**src/rtl/alu_muldiv_if.sv**
```systemverilog
// Request/result bundle between the execute stage and the multiply/divide unit.
interface alu_muldiv_if #(
  parameter int WIDTH = 32
);
  logic             req_valid;
  logic             req_ready;
  logic [2:0]       req_op;
  logic [WIDTH-1:0] req_a;
  logic [WIDTH-1:0] req_b;
  logic             flush;
  logic             busy;
  logic             done;
  logic [WIDTH-1:0] hi;
  logic [WIDTH-1:0] lo;

  modport master (
    output req_valid, req_op, req_a, req_b, flush,
    input  req_ready, busy, done, hi, lo
  );

  modport slave (
    input  req_valid, req_op, req_a, req_b, flush,
    output req_ready, busy, done, hi, lo
  );
endinterface

```
**src/rtl/alu_muldiv.sv**
```systemverilog
// Multi-cycle multiply/divide unit with architectural HI/LO registers.
// Fixed-latency multiply, iterative restoring divide, MTHI/MTLO in one cycle.
module alu_muldiv #(
  parameter int WIDTH            = 32,
  parameter int MUL_LATENCY      = 3,
  parameter int DIV_BY_ZERO_ONES = 1
) (
  input  logic         clk,
  input  logic         resetn,
  alu_muldiv_if.slave  bus
);

  localparam int CNT_MAX = (WIDTH > MUL_LATENCY) ? WIDTH : MUL_LATENCY;
  localparam int CNT_W   = $clog2(CNT_MAX) + 1;
  localparam logic [CNT_W-1:0] MUL_LAST = CNT_W'(MUL_LATENCY - 1);
  localparam logic [CNT_W-1:0] DIV_LAST = CNT_W'(WIDTH - 1);

  localparam logic [2:0] OP_MULT  = 3'd0;
  localparam logic [2:0] OP_MULTU = 3'd1;
  localparam logic [2:0] OP_DIV   = 3'd2;
  localparam logic [2:0] OP_DIVU  = 3'd3;
  localparam logic [2:0] OP_MTHI  = 3'd4;
  localparam logic [2:0] OP_MTLO  = 3'd5;

  typedef enum logic [1:0] {S_IDLE, S_MUL, S_DIV, S_FIX} state_t;

  state_t             r_state, w_next;
  logic [CNT_W-1:0]   r_cnt;
  logic [WIDTH-1:0]   r_hi, r_lo;
  logic               r_done;

  logic [WIDTH-1:0]   r_a, r_b, r_div, r_rem, r_quo;
  logic               r_sgn, r_neg_q, r_neg_r, r_dbz;

  logic               w_accept, w_sgn, w_is_mul, w_is_div;
  logic               w_wr_imm, w_wr_mul, w_wr_div;
  logic [2*WIDTH-1:0] w_prod;
  logic [WIDTH:0]     w_shift;
  logic [WIDTH-1:0]   w_diff;
  logic               w_ge;

  function automatic logic [WIDTH-1:0] magnitude(input logic [WIDTH-1:0] v, input logic sgn);
    return (sgn && v[WIDTH-1]) ? -v : v;
  endfunction

  function automatic logic [WIDTH-1:0] apply_sign(input logic [WIDTH-1:0] v, input logic neg);
    return neg ? -v : v;
  endfunction

  function automatic logic [2*WIDTH-1:0] extend(input logic [WIDTH-1:0] v, input logic sgn);
    return {{WIDTH{sgn & v[WIDTH-1]}}, v};
  endfunction

  assign bus.req_ready = (r_state == S_IDLE) && !bus.flush;
  assign bus.busy      = (r_state != S_IDLE);
  assign bus.done      = r_done;
  assign bus.hi        = r_hi;
  assign bus.lo        = r_lo;

  assign w_accept = bus.req_valid && bus.req_ready;
  assign w_is_mul = (bus.req_op == OP_MULT) || (bus.req_op == OP_MULTU);
  assign w_is_div = (bus.req_op == OP_DIV)  || (bus.req_op == OP_DIVU);
  assign w_sgn    = (bus.req_op == OP_MULT) || (bus.req_op == OP_DIV);

  // Low 2*WIDTH bits of the extended product equal the signed or unsigned product.
  assign w_prod = extend(r_a, r_sgn) * extend(r_b, r_sgn);

  // The partial remainder stays below the divisor, so a WIDTH-bit difference is exact.
  assign w_shift = {r_rem, r_quo[WIDTH-1]};
  assign w_ge    = (w_shift >= {1'b0, r_div});
  assign w_diff  = w_shift[WIDTH-1:0] - r_div;

  assign w_wr_imm = w_accept && !w_is_mul && !w_is_div;
  assign w_wr_mul = (r_state == S_MUL) && !bus.flush && (r_cnt == MUL_LAST);
  assign w_wr_div = (r_state == S_FIX) && !bus.flush;

  always_comb begin
    w_next = r_state;
    case (r_state)
      S_IDLE: begin
        if (w_accept && w_is_mul)      w_next = S_MUL;
        else if (w_accept && w_is_div) w_next = S_DIV;
      end
      S_MUL: if (bus.flush || r_cnt == MUL_LAST) w_next = S_IDLE;
      S_DIV: begin
        if (bus.flush)               w_next = S_IDLE;
        else if (r_cnt == DIV_LAST)  w_next = S_FIX;
      end
      S_FIX:   w_next = S_IDLE;
      default: w_next = S_IDLE;
    endcase
  end

  always_ff @(posedge clk or negedge resetn) begin
    if (!resetn) begin
      r_state <= S_IDLE;
      r_cnt   <= '0;
    end else begin
      r_state <= w_next;
      if ((w_next == r_state) && (r_state == S_MUL || r_state == S_DIV))
        r_cnt <= r_cnt + 1'b1;
      else
        r_cnt <= '0;
    end
  end

  // Operand capture and divider iteration; purely datapath, no reset needed.
  always_ff @(posedge clk) begin
    if (w_accept) begin
      r_a     <= bus.req_a;
      r_b     <= bus.req_b;
      r_sgn   <= w_sgn;
      r_neg_q <= w_sgn && (bus.req_a[WIDTH-1] ^ bus.req_b[WIDTH-1]);
      r_neg_r <= w_sgn && bus.req_a[WIDTH-1];
      r_dbz   <= (bus.req_b == '0);
      r_rem   <= '0;
      r_quo   <= magnitude(bus.req_a, w_sgn);
      r_div   <= magnitude(bus.req_b, w_sgn);
    end else if (r_state == S_DIV) begin
      r_rem <= w_ge ? w_diff : w_shift[WIDTH-1:0];
      r_quo <= {r_quo[WIDTH-2:0], w_ge};
    end
  end

  always_ff @(posedge clk or negedge resetn) begin
    if (!resetn) begin
      r_hi   <= '0;
      r_lo   <= '0;
      r_done <= 1'b0;
    end else begin
      r_done <= w_wr_imm || w_wr_mul || w_wr_div;
      if (w_wr_imm) begin
        if (bus.req_op == OP_MTHI) r_hi <= bus.req_a;
        if (bus.req_op == OP_MTLO) r_lo <= bus.req_a;
      end
      if (w_wr_mul) {r_hi, r_lo} <= w_prod;
      if (w_wr_div) begin
        if (!r_dbz) begin
          r_hi <= apply_sign(r_rem, r_neg_r);
          r_lo <= apply_sign(r_quo, r_neg_q);
        end else if (DIV_BY_ZERO_ONES != 0) begin
          r_hi <= r_a;
          r_lo <= '1;
        end
      end
    end
  end

endmodule

```
**src/flat_wrapper.sv**
```systemverilog
// flat-port wrapper written by rule: the top's interface ports become plain ports
module alu_muldiv_flat 
#(
  parameter int WIDTH            = 32,
  parameter int MUL_LATENCY      = 3,
  parameter int DIV_BY_ZERO_ONES = 1
)
  (clk, resetn, bus_req_valid, bus_req_op, bus_req_a, bus_req_b, bus_flush, bus_req_ready, bus_busy, bus_done, bus_hi, bus_lo);
  alu_muldiv_if #(.WIDTH(WIDTH)) bus_i ();
  input  logic clk;
  input  logic resetn;
  input wire logic [$bits(bus_i.req_valid)-1:0] bus_req_valid;
  input wire logic [$bits(bus_i.req_op)-1:0] bus_req_op;
  input wire logic [$bits(bus_i.req_a)-1:0] bus_req_a;
  input wire logic [$bits(bus_i.req_b)-1:0] bus_req_b;
  input wire logic [$bits(bus_i.flush)-1:0] bus_flush;
  output wire logic [$bits(bus_i.req_ready)-1:0] bus_req_ready;
  output wire logic [$bits(bus_i.busy)-1:0] bus_busy;
  output wire logic [$bits(bus_i.done)-1:0] bus_done;
  output wire logic [$bits(bus_i.hi)-1:0] bus_hi;
  output wire logic [$bits(bus_i.lo)-1:0] bus_lo;
  assign bus_i.req_valid = bus_req_valid;
  assign bus_i.req_op = bus_req_op;
  assign bus_i.req_a = bus_req_a;
  assign bus_i.req_b = bus_req_b;
  assign bus_i.flush = bus_flush;
  assign bus_req_ready = bus_i.req_ready;
  assign bus_busy = bus_i.busy;
  assign bus_done = bus_i.done;
  assign bus_hi = bus_i.hi;
  assign bus_lo = bus_i.lo;
  alu_muldiv #(.WIDTH(WIDTH), .MUL_LATENCY(MUL_LATENCY), .DIV_BY_ZERO_ONES(DIV_BY_ZERO_ONES)) u_core (.clk(clk), .resetn(resetn), .bus(bus_i));
endmodule
```
**config.mk**
```make
export PLATFORM = sky130hd
export DESIGN_NAME = alu_muldiv_flat
export DESIGN_NICKNAME = d
export VERILOG_FILES = /design/src/rtl/alu_muldiv_if.sv /design/src/rtl/alu_muldiv.sv /design/src/flat_wrapper.sv
export SDC_FILE = /design/constraint.sdc
export NUM_CORES = 2
export LEC_CHECK = 0
export CORE_ASPECT_RATIO = 0.8
export CORE_UTILIZATION = 40
export DETAILED_ROUTE_END_ITERATION = 6
export DONT_BUFFER_PORTS = 1
export SYNTH_ARGS = -nofsm -noshare
export SYNTH_HDL_FRONTEND = slang
export SYNTH_SLANG_ARGS = --single-unit
```
**constraint.sdc**
```tcl
create_clock -name clk -period 13.75 [get_ports clk]
set_clock_uncertainty 0.1 [all_clocks]
set_input_delay 1.375 -clock clk [delete_from_list [all_inputs] [get_ports clk]]
set_output_delay 1.375 -clock clk [all_outputs]
set_load 0.02 [all_outputs]
```
==> run summary <==
Drt drc: 0
DR iter-0 viols: 3486
Routed WL per cell: 20.5 um
Vias in the first global route: 40006
Fin nets: 6984
Fmax: 108 MHz
Area contributors post-synth: fa_1, inv_1, edfxtp_1
CTS clk-pin slew, worst paths: 70 ps
Critical path class: flop to flop
Share of cells above drive strength 1: 2.97%
Post-CTS Resized: 0
Worst Setup Start Kind: flop
Syn Nets: 7181
Minimum clock period: 9290 ps
Setup bufs post-CTS: 0
Worst slew pin tran: 1170 ps
Flop-to-flop setup slack: 4460 ps
Total CTS buffers: 24
Antenna violations before repair: 4
Synth area leader: fa_1
Slew Viols, Final: 0
Worst-skew pair later-pin latency: 570 ps
Largest fanout on the critical path: 21
Cell with the most instances after synthesis: inv_1
Chip Width: 405 um
Clock sinks: 236
Average cell area after synthesis: 9.08 um2
Status: complete, no violations
Routability congestion estimate: 0.934
Top_reg_cell synth: edfxtp_1
Max cap viols: 0
Sequential-to-total area share from yosys stat: 12.3%
Setup WS pre-CTS: 4550 ps
Critical path endpoint category: flop
Number of enable flip-flop cells after synthesis: 131
Worst reg2reg endpoint: u_core.bus.hi[31]$_DFFE_PN0P_
Routed WL: 149 mm
CTS max path bufs: 3
Slowest CP cell: fa_1
FF-to-FF path depth: 28
Hpwl dp: 119 mm
Final Hold Viols: 0
Post-Syn Instances: 5729
Worst Hold Class: primary input to asynchronous set/reset pin
Boundary Pins: 138
FFs w/ async S/R, synth: 30.9%
Slew HR: 21.8%
Synth Warn #: 0
Die height: 325 um
Tot GR Track Use: 23.1%
Reg-to-Reg Start: u_core.r_sgn$_DFFE_PP_
Final setup fails: 0
Port Buffers: 0
Vias: 38761
Crit path DAT: 9630 ps
CTS tree: yes
Core area: 0.128 mm2
Critical Path RT: 14090 ps
Setup ws final: 4460 ps
Pre-antenna DRT Iters: 5
Period utilisation layout: 67.6%
Starting Density: 40.6%
Total die area: 0.132 mm2
Yosys top cell area share: 43.3%
Rows: 117
#FFs+latches synth: 236
Most used cell along the critical path: fa_1
Layout area overhead: 4.76%
Root Driver: clkbuf_16
RSZ-0062 raised after global routing: false
Global-route wire length before repair: 237 mm
Detail Route Antenna Nets: 0
GRT overflow: 0
Largest net degree at the start of global routing: 74
Synth top cells by count: inv_1, fa_1, nand2_1
Fin Setup TNS: 0 ps
CTS Hold Bufs: 0
Synth unique cells: 78
Netlist Area Pre-Place: 0.0520 mm2
Crit path largest cell delay: 840 ps
Vias per cell: 5.33
H-tree depth: 1
-- worst max-delay path by stage --
stage / depth (start not counted) / from / to / slack, ps
after CTS: 28 / u_core.r_sgn$_DFFE_PP_ / u_core.bus.hi[31]$_DFFE_PN0P_ / 4520
after detailed placement: 28 / u_core.r_sgn$_DFFE_PP_ / u_core.bus.hi[28]$_DFFE_PN0P_ / 4550
final: 28 / u_core.r_sgn$_DFFE_PP_ / u_core.bus.hi[31]$_DFFE_PN0P_ / 4460
after floorplan: 29 / u_core.r_a[31]$_DFFE_PP_ / u_core.bus.hi[31]$_DFFE_PN0P_ / 5590
after global placement: 28 / u_core.r_sgn$_DFFE_PP_ / u_core.bus.hi[31]$_DFFE_PN0P_ / 4710
after global routing: 28 / u_core.r_sgn$_DFFE_PP_ / u_core.bus.hi[28]$_DFFE_PN0P_ / 3850
-- cell families after synthesis --
family,after synthesis,share of synthesized area (%)
and+or+nand+nor,1714,15.4
buffers and inverters,1472,10.6
xor gates and xnor gates,212,3.57
muxes,27,0.527
AOI/OAI and AO/OA,687,8.13
adders and majority gates,1381,49.5
DFF,236,12.3
-- final cells by class --
| type | instances | area, um2 |
|---|---|---|
| sequential | 236 | 6400 |
| multi-input combinational | 4021 | 40100 |
| inverter | 1162 | 4360 |
| fill | 12694 | 73600 |
| antenna | 1 | 2.50 |
| timing repair buffer | 87 | 653 |
| tap | 1725 | 2160 |
| clock inverter | 5 | 43.8 |
| clock buffer | 39 | 738 |
-- routing by layer --
layer  global-route usage [%]  vias up  part of all wire, %
met4                     4.34        0                  2.4
met3                     2.93      160                  7.1
met2                     36.2     1356                   46
li1                         -    17036                    -
met5                        0        -                    0
met1                     34.3    20209                   45
-- registers in the layout, indices dropped and copies added, names as in the netlist, 2 cells and up --
name / count
u_core.r_state: 2
u_core.r_div: 32
u_core.r_b: 31
u_core.r_quo: 32
u_core.bus.lo: 32
u_core.r_cnt: 6
u_core.r_rem: 32
u_core.bus.hi: 32
u_core.r_a: 32
-- stage by stage --
stage	hold slack [ps]	instance area, um2	cells	util (%)
floorplan	355	52000	5729	-
finish	390	54500	7276	42.5
CTS	375	54500	7275	42.5
detailed placement	421	53700	7231	41.9
global placement	377	53700	7231	41.9
global route	369	54500	7275	42.5
-- critical path: cells and delay by family (launching register included) --
| family | cells | cell delay, ps |
|---|---|---|
| fa+ha+maj | 9 | 4600 |
| flops | 1 | 320 |
| simple gates | 2 | 810 |
| buf+inv | 8 | 1330 |
| compound gates | 8 | 1800 |
| xor+xnor | 1 | 160 |
-- cell usage in the layout, fill, tap and decap left out, types with 18 or more instances in the layout --
cell and n:
clkbuf_16 25, nand2_1 921, edfxtp_1 131, fa_1 1126, or3_1 26, a211oi_1 20
ha_1 255, a31oi_1 24, o22ai_1 27, dfrtp_1 73, o41ai_1 18, o31ai_1 27
nor3_1 40, o21ai_0 204, xnor2_1 129, and3_1 31, xor2_1 83, buf_4 87
nor2_1 161, a21oi_1 195, mux2i_1 24, nand3_1 40, dfxtp_1 32, nor2b_1 19
inv_1 1161, and2_1 370, a21o_1 54, nand2b_1 20
Power is left out: the tool's default activity adds up to more than one toggle a clock period on the data nets, which glitch-free logic cannot reach.
